--- src/rtl/reg_a_if.sv ---
`default_nettype none
// ============================================================================
//  Module      : reg_a_if
//  Description : Load/data bus for the reg_a storage register.
//                The master drives the load enable and the data.
//                The register returns its stored contents.
//  Revision    : 1.0 - initial release
// ============================================================================
interface reg_a_if #(
    parameter int WIDTH = 16
);
    logic             loadA;
    logic [WIDTH-1:0] dataAin;
    logic [WIDTH-1:0] dataAout;

    modport master (
        output loadA,
        output dataAin,
        input  dataAout
    );

    modport slave (
        input  loadA,
        input  dataAin,
        output dataAout
    );
endinterface
`default_nettype wire

--- src/rtl/reg_a.sv ---
`default_nettype none
// ============================================================================
//  Module      : reg_a
//  Description : WIDTH-bit storage register with a load enable and a
//                synchronous active-high reset. Reset takes priority over
//                load. The output is driven directly from the flops.
//  Revision    : 1.0 - initial release
// ============================================================================
module reg_a #(
    parameter int WIDTH = 16
) (
    input  wire logic clk,
    input  wire logic reset,
    reg_a_if.slave    bus
);

    logic [WIDTH-1:0] dataA_q;
    logic [WIDTH-1:0] dataA_d;

    // Next-state value: capture the whole input word on load, otherwise hold
    always_comb begin
        dataA_d = dataA_q;
        if (bus.loadA) begin
            dataA_d = bus.dataAin;
        end
    end

    // Storage flops; the synchronous reset overrides any load at the same edge
    always_ff @(posedge clk) begin
        if (reset) begin
            dataA_q <= '0;
        end else begin
            dataA_q <= dataA_d;
        end
    end

    assign bus.dataAout = dataA_q;

endmodule
`default_nettype wire

--- src/flat_wrapper.sv ---
// flat-port wrapper written by rule: the top's interface ports become plain ports
module reg_a_flat 
#(
    parameter int WIDTH = 16
)
  (clk, reset, bus_loadA, bus_dataAin, bus_dataAout);
  reg_a_if #(.WIDTH(WIDTH)) bus_i ();
  input  wire logic clk;
  input  wire logic reset;
  input wire logic [$bits(bus_i.loadA)-1:0] bus_loadA;
  input wire logic [$bits(bus_i.dataAin)-1:0] bus_dataAin;
  output wire logic [$bits(bus_i.dataAout)-1:0] bus_dataAout;
  assign bus_i.loadA = bus_loadA;
  assign bus_i.dataAin = bus_dataAin;
  assign bus_dataAout = bus_i.dataAout;
  reg_a #(.WIDTH(WIDTH)) u_core (.clk(clk), .reset(reset), .bus(bus_i));
endmodule
--- config.mk ---
export PLATFORM = sky130hd
export DESIGN_NAME = reg_a_flat
export DESIGN_NICKNAME = d
export VERILOG_FILES = /design/src/rtl/reg_a_if.sv /design/src/rtl/reg_a.sv /design/src/flat_wrapper.sv
export SDC_FILE = /design/constraint.sdc
export NUM_CORES = 1
export LEC_CHECK = 0
export CAP_MARGIN = 0
export CORE_MARGIN = 1.5
export CORE_UTILIZATION = 38
export CTS_CLUSTER_SIZE = 40
export DETAILED_ROUTE_END_ITERATION = 7
export GPL_TIMING_DRIVEN = 0
export HOLD_SLACK_MARGIN = 0.06
export PLACE_DENSITY_LB_ADDON = 0.08
export RECOVER_POWER = 100
export SYNTH_ARGS = -nofsm -noshare
export SYNTH_HDL_FRONTEND = slang
export SYNTH_SLANG_ARGS = --single-unit
--- constraint.sdc ---
create_clock -name clk -period 1.9 [get_ports clk]
set_input_delay 0.285 -clock clk [delete_from_list [all_inputs] [get_ports clk]]
set_output_delay 0.285 -clock clk [all_outputs]
set_load 0.005 [all_outputs]
==> results.txt <==
----------------------------------------------------
[CTS]
  CTS tree ... built
  Hold-fix buffers at CTS ... 0
  Bufs on Longest Clock Path ... 2
  Clock network latency to the later pin of the worst-skew pair ... 0.28 ns
  Post-CTS setup buffers ... 0
  Clock slew at the register clock pins of the worst setup and hold paths ... 0.09 ns
  Number of clock sinks ... 16
  Root Buffer Master ... clkbuf_4
  Number of buffers created by CTS ... 3
  Htree depth ... 1
  CTS resizes ... 0

[Setup path]
  Worst Reg-to-Reg Cells ... 2
  Setup crit start ... u_core.bus.dataAout[2]
  Cell class contributing the biggest share of worst-path delay ... buffers and inverters
  Type of the setup path with the least slack ... flip-flop to output port
  Startpoint of the most critical register-to-register path ... u_core.bus.dataAout[15]
  Data required, critical path ... 1.62 ns
  CP bufs+invs ... 1
  Element type at the critical path start ... flip-flop
  Cell with the largest stage delay on the worst path ... dlygate4sd3_1
  Endpoint of the worst-slack reg-to-reg timing path ... u_core.bus.dataAout[15]
  Critical path's largest stage delay ... 0.60 ns
  Cell-by-cell trace of the critical path ... dlygate4sd3_1
  Reg2Reg Setup Slack ... 1.26 ns
  Critical path data arrival time ... 1.23 ns
  Nature of the critical path endpoint ... output port
  Crit. path cell count ... 1
  Crit path to ... bus_dataAout[2]
  CP Max Fanout ... 2

[Layout]
  Count of filler cells inserted in the layout ... 110
  Non-filler instance count after layout ... 103
  Number of flip-flops under the largest register name ... 16
  Area used by multi-input combinational logic ... 220 sq um
  Register area ... 320 sq um
  Layout cells sized above 1 ... 6.82%
  Layout area overhead ... 64.4%
  Utilization of the core after routing ... 69.9%
  Final instance area ... 955 sq um
  Number of diodes added for antenna fixing ... 0
  Nets ... 108

[STA]
  RSZ-0062 raised after global routing ... no
  Slew Limit Fails ... 0
  # setup viols final ... 0
  Shortest period the worst path allows ... 1.51 ns
  Normalized max-slew margin ... 71.6%
  Final worst-path setup slack ... 0.389 ns
  Worst clock skew ... 0 ns
  Post-route fraction of the period consumed by the critical path ... 79.5%
  Total negative slack ... 0 ns
  Total count of hold-check failures in the final report ... 0
  Transition time at the pin with the least slew margin ... 0.426 ns
  Maximum frequency from static timing analysis ... 662 MHz

[Placement]
  Placed standard-cell area ... 920 sq um
  Setup WS pre-CTS ... 0.770 ns
  Placed cell count ... 99
  Port bufs ... 32
  Placer congestion estimate ... 0.655
  HPWL reported at the end of detailed placement ... 950 um

[Synth]
  Mean post-synth cell area ... 11.2 sq um
  Synthesized area ... 581 sq um
  Netlist cell types ... 7
  Ys async rst share ... 0%
  Cells after synthesis ... 52
  Most used standard cells in the synthesized netlist ... dfxtp_1 (16), mux2i_1 (16), nor2_1 (16)
  Number of synthesized flops with an enable pin ... 0
  Post-synth net total ... 71
  Largest area contributor in the netlist ... dfxtp_1
  Number of flip-flops and latches in the synthesized netlist ... 16
  Most common flop cell mapped by yosys ... dfxtp_1
  Sequential area share after synthesis ... 55.2%
  Most area-consuming cells after synthesis ... dfxtp_1 (55%), mux2i_1 (28%), nor2_1 (10%)
  Yosys top cell area share ... 55.2%
  Warnings from Yosys ... 0

[Outcome]
  Run status ... finished, final reports clean

[Global route]
  Vias in the first global route ... 444
  Initial antenna violation count ... 0
  Largest net degree at the start of global routing ... 11
  Grt total ovfl ... 0
  First-pass GRT wire length ... 1880 um
  Global-route total usage across every layer ... 14.0%

[Die]
  Count of boundary I/O pins ... 35
  Die X-Extent ... 42.1 um
  Die Area ... 0.00177 sq mm
  Die Ht ... 42.1 um
  Number of placement rows ... 13
  Floorplan Core Area ... 0.00137 sq mm
  Initial Utilization ... 42.5%

[Detailed routing]
  Detailed Route WL ... 1200 um
  Detailed-routing iteration count for the pre-antenna-repair pass ... 2
  Top layer reached by signal wires ... met4
  Post-detailed-route DRC marker count ... 0
  DR iter-0 viols ... 1
  Met1 Wirelength ... 515 um
  Vias per cell ... 4.59
  Routed wire length on met2 ... 597 um
  Antenna Violating Nets Remaining ... 0
  Post-DR wirelength/cell ... 11.6 um
  Met3 routed WL ... 67 um
  Number of vias in the routed layout ... 473

[Power and ir drop]
  Power density over cell area ... 732 mW/mm^2
  Leakage power figure ... 0.455 nW
  Maximum resistive drop on vdd ... 0.470 mV

[Flow run]
  Max-cap viol count ... 0

[Min path]
  Hold WC Path Type ... input pin to flip-flop

----------------------------------------------------
-- placed cells by master, fill, tap and decap left out --
cell type        Yosys  routed
clkbuf_4             0       3
clkbuf_8             0       1
dfxtp_1             16      16
dlygate4sd3_1        0      22
buf_6                1       1
buf_12               1       1
clkdlybuf4s50_1      0      10
mux2i_1             16      16
nor2_1              16      16
clkbuf_1             0       2
-- area by class of cell --
cell class | instances | area share (%)
Buffer | 4 | 4.06
Clock buffer | 4 | 3.80
Multi-Input combinational cell | 32 | 23.1
Sequential cell | 16 | 33.6
Tap cell | 15 | 1.97
Timing Repair Buffer | 32 | 33.6
-- how the worst min path moves through the flow --
stage	startpoint	end	slack, ns	depth (start not counted)
2_1_floorplan	bus_dataAin[0]	u_core.bus.dataAout[0]	0.43	2
3_3_place_gp	u_core.bus.dataAout[10]	u_core.bus.dataAout[10]	0.47	2
3_5_place_dp	u_core.bus.dataAout[3]	u_core.bus.dataAout[3]	0.48	2
4_1_cts	reset	u_core.bus.dataAout[0]	0.31	2
5_1_grt	bus_loadA	u_core.bus.dataAout[14]	0.32	3
6_report	bus_loadA	u_core.bus.dataAout[14]	0.31	3
-- stage by stage --
step	power (mW)	hold WS [ns]
after CTS	0.717	0.309
after floorplan	0.420	0.432
after global routing	0.737	0.319
after global placement	0.496	0.471
final	0.699	0.314
after detailed placement	0.499	0.484
-- report_power, final --
part	internal, mW	switching (mW)	total, mW
sequential	0.355	0.00831	0.364
combinational	0.0767	0.0386	0.115
clock	0.117	0.104	0.220
total	0.549	0.151	0.699
-- per-layer routing --
layer	vias to the layer above	global-route usage (%)
li1	242	-
met3	4	1.72
met4	0	9.38
met2	13	21.9
met1	214	17.8
met5	-	0
-- kinds of logic after synthesis --
| kind of cell | Yosys count | synth area share [%] |
|---|---|---|
| multiplexers | 16 | 27.6 |
| AND/OR/NAND/NOR | 16 | 10.3 |
| flip-flops | 16 | 55.2 |
| buffers and inverters | 4 | 6.90 |
(Power assumes the default switching activity.)
